===== src/rtl/cosim_loopback_pkg.sv =====
// Shared constants, counter type and word-resize helper for the cosim loopback block.
package cosim_loopback_pkg;

   localparam int DEFAULT_CNT_WIDTH = 16;
   localparam int MAX_WORD_WIDTH    = 64;

   typedef logic [DEFAULT_CNT_WIDTH-1:0] cnt_t;

   // Widths ride in as arguments so one function serves every instance; callers
   // pad the input to MAX_WORD_WIDTH and cast the result down to their out width.
   function automatic logic [MAX_WORD_WIDTH-1:0] resize_word(
      input logic [MAX_WORD_WIDTH-1:0] word,
      input int                        in_width,
      input int                        out_width,
      input logic                      sign_extend
   );
      logic [MAX_WORD_WIDTH-1:0] one;
      logic [MAX_WORD_WIDTH-1:0] in_mask;
      logic [MAX_WORD_WIDTH-1:0] out_mask;
      logic [MAX_WORD_WIDTH-1:0] ext;
      logic                      msb;
      one      = {{(MAX_WORD_WIDTH-1){1'b0}}, 1'b1};
      in_mask  = (in_width  >= MAX_WORD_WIDTH) ? '1 : ((one << in_width)  - one);
      out_mask = (out_width >= MAX_WORD_WIDTH) ? '1 : ((one << out_width) - one);
      msb      = (word & (one << (in_width - 1))) != '0;
      ext      = (sign_extend && msb) ? ~in_mask : '0;
      return ((word & in_mask) | ext) & out_mask;
   endfunction

endpackage


===== src/rtl/cosim_sync_fifo.sv =====
// Single-clock FIFO with valid/ready push and pop sides; pointers carry one wrap bit.
module cosim_sync_fifo #(
   parameter int WIDTH = 24,
   parameter int DEPTH = 4
) (
   input  logic             clk,
   input  logic             rst,
   input  logic             push_valid,
   output logic             push_ready,
   input  logic [WIDTH-1:0] push_data,
   output logic             pop_valid,
   input  logic             pop_ready,
   output logic [WIDTH-1:0] pop_data,
   output logic             full,
   output logic             empty
);

   localparam int AW = $clog2(DEPTH);

   logic [AW:0]      wr_ptr;
   logic [AW:0]      rd_ptr;
   logic [WIDTH-1:0] mem [DEPTH];
   logic             push_fire;
   logic             pop_fire;

   assign full  = (wr_ptr[AW-1:0] == rd_ptr[AW-1:0]) && (wr_ptr[AW] != rd_ptr[AW]);
   assign empty = (wr_ptr == rd_ptr);

   assign push_ready = !full;
   assign pop_valid  = !empty;
   assign push_fire  = push_valid && push_ready;
   assign pop_fire   = pop_valid && pop_ready;
   assign pop_data   = mem[rd_ptr[AW-1:0]];

   always_ff @(posedge clk) begin
      if (!rst) begin
         wr_ptr <= '0;
         rd_ptr <= '0;
      end else begin
         if (push_fire) wr_ptr <= wr_ptr + (AW+1)'(1);
         if (pop_fire)  rd_ptr <= rd_ptr + (AW+1)'(1);
      end
   end

   // Storage is not reset; stale entries are unreachable once the pointers clear.
   always_ff @(posedge clk) begin
      if (rst && push_fire) mem[wr_ptr[AW-1:0]] <= push_data;
   end

endmodule


===== src/rtl/cosim_loopback_buffered.sv =====
// Per-channel from-host -> FIFO -> resize -> to-host loopback with rx/tx message counters.
module cosim_loopback_buffered
   import cosim_loopback_pkg::*;
#(
   parameter int NUM_CH      = 2,
   parameter int IN_WIDTH    = 24,
   parameter int OUT_WIDTH   = 32,
   parameter int FIFO_DEPTH  = 4,
   parameter int SIGN_EXTEND = 0,
   parameter int CNT_WIDTH   = DEFAULT_CNT_WIDTH
) (
   input  logic                          clk,
   input  logic                          rst,
   input  logic [NUM_CH-1:0]             in_valid,
   output logic [NUM_CH-1:0]             in_ready,
   input  logic [NUM_CH*IN_WIDTH-1:0]    in_data,
   output logic [NUM_CH-1:0]             out_valid,
   input  logic [NUM_CH-1:0]             out_ready,
   output logic [NUM_CH*OUT_WIDTH-1:0]   out_data,
   output logic [NUM_CH*CNT_WIDTH-1:0]   rx_count,
   output logic [NUM_CH*CNT_WIDTH-1:0]   tx_count
);

   for (genvar i = 0; i < NUM_CH; i++) begin : g_ch
      logic [IN_WIDTH-1:0]  head;
      logic                 push_ready;
      logic                 pop_valid;
      logic                 full;
      logic                 empty;
      logic [CNT_WIDTH-1:0] rx;
      logic [CNT_WIDTH-1:0] tx;

      cosim_sync_fifo #(
         .WIDTH (IN_WIDTH),
         .DEPTH (FIFO_DEPTH)
      ) u_fifo (
         .clk        (clk),
         .rst        (rst),
         .push_valid (in_valid[i]),
         .push_ready (push_ready),
         .push_data  (in_data[i*IN_WIDTH +: IN_WIDTH]),
         .pop_valid  (pop_valid),
         .pop_ready  (out_ready[i]),
         .pop_data   (head),
         .full       (full),
         .empty      (empty)
      );

      // in_ready must drop the moment rst falls, not one edge later.
      assign in_ready[i]  = rst && push_ready;
      assign out_valid[i] = pop_valid;
      assign out_data[i*OUT_WIDTH +: OUT_WIDTH] =
         OUT_WIDTH'(resize_word(MAX_WORD_WIDTH'(head), IN_WIDTH, OUT_WIDTH, SIGN_EXTEND != 0));

      always_ff @(posedge clk) begin
         if (!rst) begin
            rx <= '0;
            tx <= '0;
         end else begin
            if (in_valid[i] && in_ready[i])   rx <= rx + CNT_WIDTH'(1);
            if (out_valid[i] && out_ready[i]) tx <= tx + CNT_WIDTH'(1);
         end
      end

      assign rx_count[i*CNT_WIDTH +: CNT_WIDTH] = rx;
      assign tx_count[i*CNT_WIDTH +: CNT_WIDTH] = tx;

      always_ff @(posedge clk) begin
         if (rst) assert (!(full && empty)) else $error("fifo ch%0d full and empty", i);
      end
   end

endmodule


===== config.mk =====
export PLATFORM = sky130hd
export DESIGN_NAME = cosim_loopback_buffered
export DESIGN_NICKNAME = d
export VERILOG_FILES = /design/src/rtl/cosim_loopback_pkg.sv /design/src/rtl/cosim_sync_fifo.sv /design/src/rtl/cosim_loopback_buffered.sv
export SDC_FILE = /design/constraint.sdc
export NUM_CORES = 1
export LEC_CHECK = 0
export BUFFER_PORTS_ARGS = -buffer_cell sky130_fd_sc_hd__buf_4
export CAP_MARGIN = 40
export CORE_MARGIN = 2
export CORE_UTILIZATION = 60
export CTS_BUF_LIST = sky130_fd_sc_hd__clkbuf_2
export DETAILED_ROUTE_END_ITERATION = 10
export PLACE_DENSITY = 0.93
export SLEW_MARGIN = 40
export SYNTH_ARGS = -nofsm -noshare
export SYNTH_HDL_FRONTEND = slang
export SYNTH_SLANG_ARGS = --single-unit

===== constraint.sdc =====
create_clock -name clk -period 7.3 [get_ports clk]
set_input_delay 1.46 -clock clk [delete_from_list [all_inputs] [get_ports clk]]
set_output_delay 1.46 -clock clk [all_outputs]
set_load 0.03 [all_outputs]

### Word level (Yosys, flattened, before mapping)

Memories as Yosys holds them, arrays and structs flattened. A register that Yosys moved wholly into a read port is not among the register bits.
Index checks and enable logic that the tools add are counted.

* register bits: 76
* RAM bits: 192
* input port bits: 54
* output and inout port bits: 132
* logic and storage cells: 48
* memories kept: 2

Memory list
* g_ch[0].u_fifo.mem: depth 4, width 24, read ports 1, clocked after memory_dff 1, write ports 1, line cosim_sync_fifo.sv:22 `logic [WIDTH-1:0] mem [DEPTH];`
* g_ch[1].u_fifo.mem: depth 4, width 24, read ports 1, clocked after memory_dff 1, write ports 1, line cosim_sync_fifo.sv:22

* $add $sub $neg: 8
* equality and inequality tests: 6
* muxes and demuxes: 8
* reductions and logical operators: 16

Operator list (count)
* 16-bit by 1-bit adder with 16-bit output, second input constant: 4
* 3-bit by 1-bit adder with 3-bit output, second input constant: 4
* 1-bit logical AND: 12
* 2-bit 2-to-1 mux: 4
* 3-bit equality test: 2
* 2-bit equality test: 2
* 1-bit zero test: 4
* 1-bit 2-to-1 mux: 4
* 1-bit inequality test: 2

### Depth between registers and ports, before layout

* depth after elaboration: 7
* depth in mapped cells: 6
* mapped depth without buffers: 5

### Cells and area by module

Synthesis repeated with hierarchy kept, for this count alone.

* cell total of the unflattened synthesis: 749
* area total of the unflattened synthesis: 11136.9 um^2

By module, submodules not included
* cosim_sync_fifo: times used 2, cells each 198, area an instance 4057.6 um^2, sequential area each 3042.9 um^2
* cosim_loopback_buffered: times used 1, cells each 353, area an instance 3021.6 um^2, sequential area each 1281.2 um^2

### Worst setup path before layout

Ideal clock, no wire load.

* kind: input to register
* start: input port in_valid[1]
* end: memory g_ch[1].u_fifo.mem[3][0], enable pin
* library setup time: 435 ps
* data arrival time: 3581 ps
* data required time: 6865 ps
* slack: 3284 ps
* stages: 4
* buffers on the path: 2
* path through: o31ai_1 > buf_2 > buf_2 > nor3_1

* word-level cells in the longest chain between the ends: 4

RTL lines
* start, declared: line cosim_loopback_buffered.sv:14 `input logic [NUM_CH-1:0] in_valid,`
* 1-bit logical AND: line cosim_sync_fifo.sv:31 `assign push_fire = push_valid && push_ready;`
* 1-bit logical AND: line cosim_sync_fifo.sv:47 `if (rst && push_fire) mem[wr_ptr[AW-1:0]] <= push_data;`
* 1-bit 2-to-1 mux: line cosim_sync_fifo.sv:47
* 1-bit 2-to-1 mux (not written as such): line cosim_sync_fifo.sv:47
* end, declared: line cosim_sync_fifo.sv:22

Every way passes these cells.

### Worst setup path in the final report

* start: register g_ch[1].u_fifo.wr_ptr[0]
* end: output port in_ready[1]

* word-level cells in the longest chain between the ends: 4

RTL lines
* start, declared: line cosim_sync_fifo.sv:20 `logic [AW:0] wr_ptr;`
* start signal, assigned: line cosim_sync_fifo.sv:40 `if (push_fire) wr_ptr <= wr_ptr + (AW+1)'(1);`
* 2-bit equality test: line cosim_sync_fifo.sv:26 `assign full = (wr_ptr[AW-1:0] == rd_ptr[AW-1:0]) && (wr_ptr[AW] != rd_ptr[AW]);`
* 1-bit logical AND: line cosim_sync_fifo.sv:26
* 1-bit zero test: line cosim_sync_fifo.sv:29 `assign push_ready = !full;`
* 1-bit logical AND: line cosim_loopback_buffered.sv:50 `assign in_ready[i] = rst && push_ready;`
* end, declared: line cosim_loopback_buffered.sv:15 `output logic [NUM_CH-1:0] in_ready,`

Every way passes these cells.

==> results.py <==
metrics = {
    "status": {
        "status": "complete, no violations",
    },
    "synth": {
        "netlist_instances": 720,
        "yosysWarnings": 0,
        "syn-cell-area_um2": 10900,
        "synth_edf_count": 192,
        "synth_top_area_share_pct": 52.8,
        "yosysTopAreaCell": "edfxtp_1",
        "ys_async_sr_fraction_pct": 0,
        "synth.area.top_cells": "edfxtp_1 53%, dfxtp_1 15%, mux4_2 9.9%",
        "syn-mean-instance-area_um2": 15.2,
        "seq_area_frac_synth_pct": 67.5,
        "synth.distinct_cells": 38,
        "synth.most_common_cell": "edfxtp_1",
        "yosys_most_used_dff": "edfxtp_1",
        "synth.cells.most_frequent": "192 x edfxtp_1, 80 x dfxtp_1, 57 x a21oi_1, 48 x mux4_2, 30 x o31ai_1",
        "ys_ff_latch": 272,
    },
    "cells_and_area": {
        "utilization_pct": 72.8,
        "layout.nets": 1002,
        "area.growth.synth_to_final_pct": 19.3,
        "drive_above_1_share_pct": 36.2,
        "layoutNonFillerInstCount": 1210,
    },
    "sta": {
        "fmax_mhz": 263,
        "max_slew_margin_pct": 47.4,
        "finalHoldViolCount": 0,
        "finalSetupTns_ns": 0,
        "setup_violations": 0,
        "rsz0062_at_grt": "false",
        "tightest_slew_ns": 0.786,
        "fin_crit_sh_pct": 52.2,
        "fin_crit_ns": 3.81,
        "maxSlewViolCount": 0,
        "worst_hold_slack_ns": 0.473,
        "fin_skew_ns": 0.0713,
    },
    "floorplan": {
        "die_area_um2": 19300,
        "num_rows": 49,
        "core_area_um2": 17900,
        "fp.dieW_um": 139,
        "ios": 186,
        "die_h_um": 139,
        "start_util_pct": 61.0,
    },
    "worst_setup_path": {
        "critPathSlowestCell": "xor2_1",
        "crit_buf_inv": 1,
        "crit_required_ns": 5.84,
        "cp_top_family": "XOR/XNOR gates",
        "ff2ff_setup_slack_ns": 4.92,
        "arrival_ns": 2.35,
        "cp-start-kind": "flop",
        "cp-end-kind": "primary output",
        "path_class": "reg2out",
        "crit_chain": "xor2_1, nor3_1, nor2_1, buf_4",
        "cpPeakStageDelay_ns": 0.66,
        "crit_path_max_fanout": 8,
    },
    "clock_network": {
        "clock_latency_ns": 0.81,
        "clock_sinks": 272,
        "clock_path_buffers": 3,
        "cts.repair.resized": 0,
        "cts_made_buffers": 67,
        "cts_root_buffer": "clkbuf_2",
        "cts_tree": "yes",
        "clk_pin_slew_ns": 0.09,
        "cts.htree.levels": 3,
        "cts_hold_buf": 0,
        "post-cts-setup-buffers": 0,
    },
    "detailed_routing": {
        "drcViolationCount": 0,
        "firstDrtPassIters": 5,
        "avgRoutedWirePerCell_um": 18.2,
        "viasPerCell": 5.74,
        "vias": 6942,
        "ant_nets": 0,
        "routed_wl_um": 22000,
        "dr.first_iter.drc_count": 405,
    },
    "placed_design": {
        "hpwl_um": 14500,
        "numPortBuffers": 169,
        "dp_cells": 1094,
        "gp_congestion": 0.797,
    },
    "min_path": {
        "min_path_type": "reg2reg",
    },
    "power": {
        "p_leak_nw": 4.68,
        "irDropWorstVdd_v": 0.000159,
        "power.total_mw": 3.38,
        "powerDensity_nw_per_um2": 260,
    },
    "grt": {
        "grt_pass1_wl_um": 35100,
        "grt_pass1_vias": 7049,
        "grt_remaining_overflow": 0,
        "antenna_found_initial": 1,
        "grt_max_degree": 62,
        "track_usage_pct": 23.0,
    },
    "job": {
        "drv_cap": 0,
    },
}
==> logic make-up (layout without fill, tap and decap cells) <==
| group | count (synthesis) | count (layout) | share of synthesized area (%) |
|---|---|---|---|
| adder cells (fa/ha/maj) | 14 | 14 | 1.60 |
| buffers and inverters | 69 | 313 | 3.17 |
| flip-flops | 272 | 272 | 67.5 |
| XOR/XNOR | 21 | 21 | 1.89 |
| multiplexers | 55 | 55 | 10.5 |
| other | 1 | 18 | 0.0343 |
| AO/OA/AOI/OAI | 123 | 123 | 6.70 |
| AND/OR/NAND/NOR | 165 | 165 | 8.59 |
==> metal layers <==
layer | global-route usage, % | wire (um)
met1 | 28.3 | 8700
met2 | 38.1 | 11200
met3 | 7.53 | 1570
met4 | 9.25 | 529
met5 | 0 | 0
==> report_power, final <==
part / switching, mW / leakage (nW) / total (mW) / internal (mW)
sequential: 0.0794 / 2.39 / 1.78 / 1.70
clock: 0.558 / 0.474 / 0.995 / 0.437
combinational: 0.343 / 1.82 / 0.606 / 0.263
==> layout make-up <==
class / count / area [um2]
sequential: 272 / 7380
fill: 1157 / 4880
multi-input combinational: 394 / 3310
timing repair buffer: 182 / 1370
clock buffer: 102 / 510
tap: 229 / 287
clock inverter: 12 / 104
inverter: 17 / 63.8
antenna: 2 / 5.00
==> through the flow <==
stage	setup WS, ns	cell area (um2)
floorplan	3.28	11000
global placement	3.70	12400
detailed placement	3.69	12400
CTS	3.43	13000
global route	3.22	13000
finish	3.49	13000
==> placed cells by master (no fill, tap or decap), types with 21 or more instances in the layout <==
cell      synthesis  layout
buf_4            18     182
clkbuf_2          0     102
nand3_1          23      23
o31ai_1          30      27
or3_1            26      26
o21ai_0          27      27
nand2_1          27      27
edfxtp_1        192     192
or4_1            26      26
dfxtp_1          80      77
nor2_1           21      21
mux4_2           48      48
a21oi_1          57      57
==> tightest hold or removal path: stages (launching register included) <==
cell and delay [ns]:
dfxtp_1 0.32, nand2_1 0.05, mux2i_1 0.05
==> flip-flops by register name, indices dropped and copies added, names as in the netlist, named ones only <==
name	cells
g_ch.tx	32
g_ch.u_fifo.mem	192
g_ch.rx	32
g_ch.u_fifo.rd_ptr	6
g_ch.u_fifo.wr_ptr	6
==> final timing paths <==
kind	cells after the start	endpoint	from
worst max register to register	5	g_ch[1].u_fifo.mem[1][4]$_DFFE_PP_	g_ch[1].u_fifo.wr_ptr[0]$_SDFFE_PN0P_
worst max-delay path	4	in_ready[1]	g_ch[1].u_fifo.wr_ptr[0]$_SDFFE_PN0P_
worst min register to register	2	g_ch[0].rx[15]$_SDFFE_PN0P_	g_ch[0].rx[15]$_SDFFE_PN0P_
worst min-delay path	2	g_ch[0].rx[15]$_SDFFE_PN0P_	g_ch[0].rx[15]$_SDFFE_PN0P_
No activity file was read; power rests on OpenSTA's default activity.
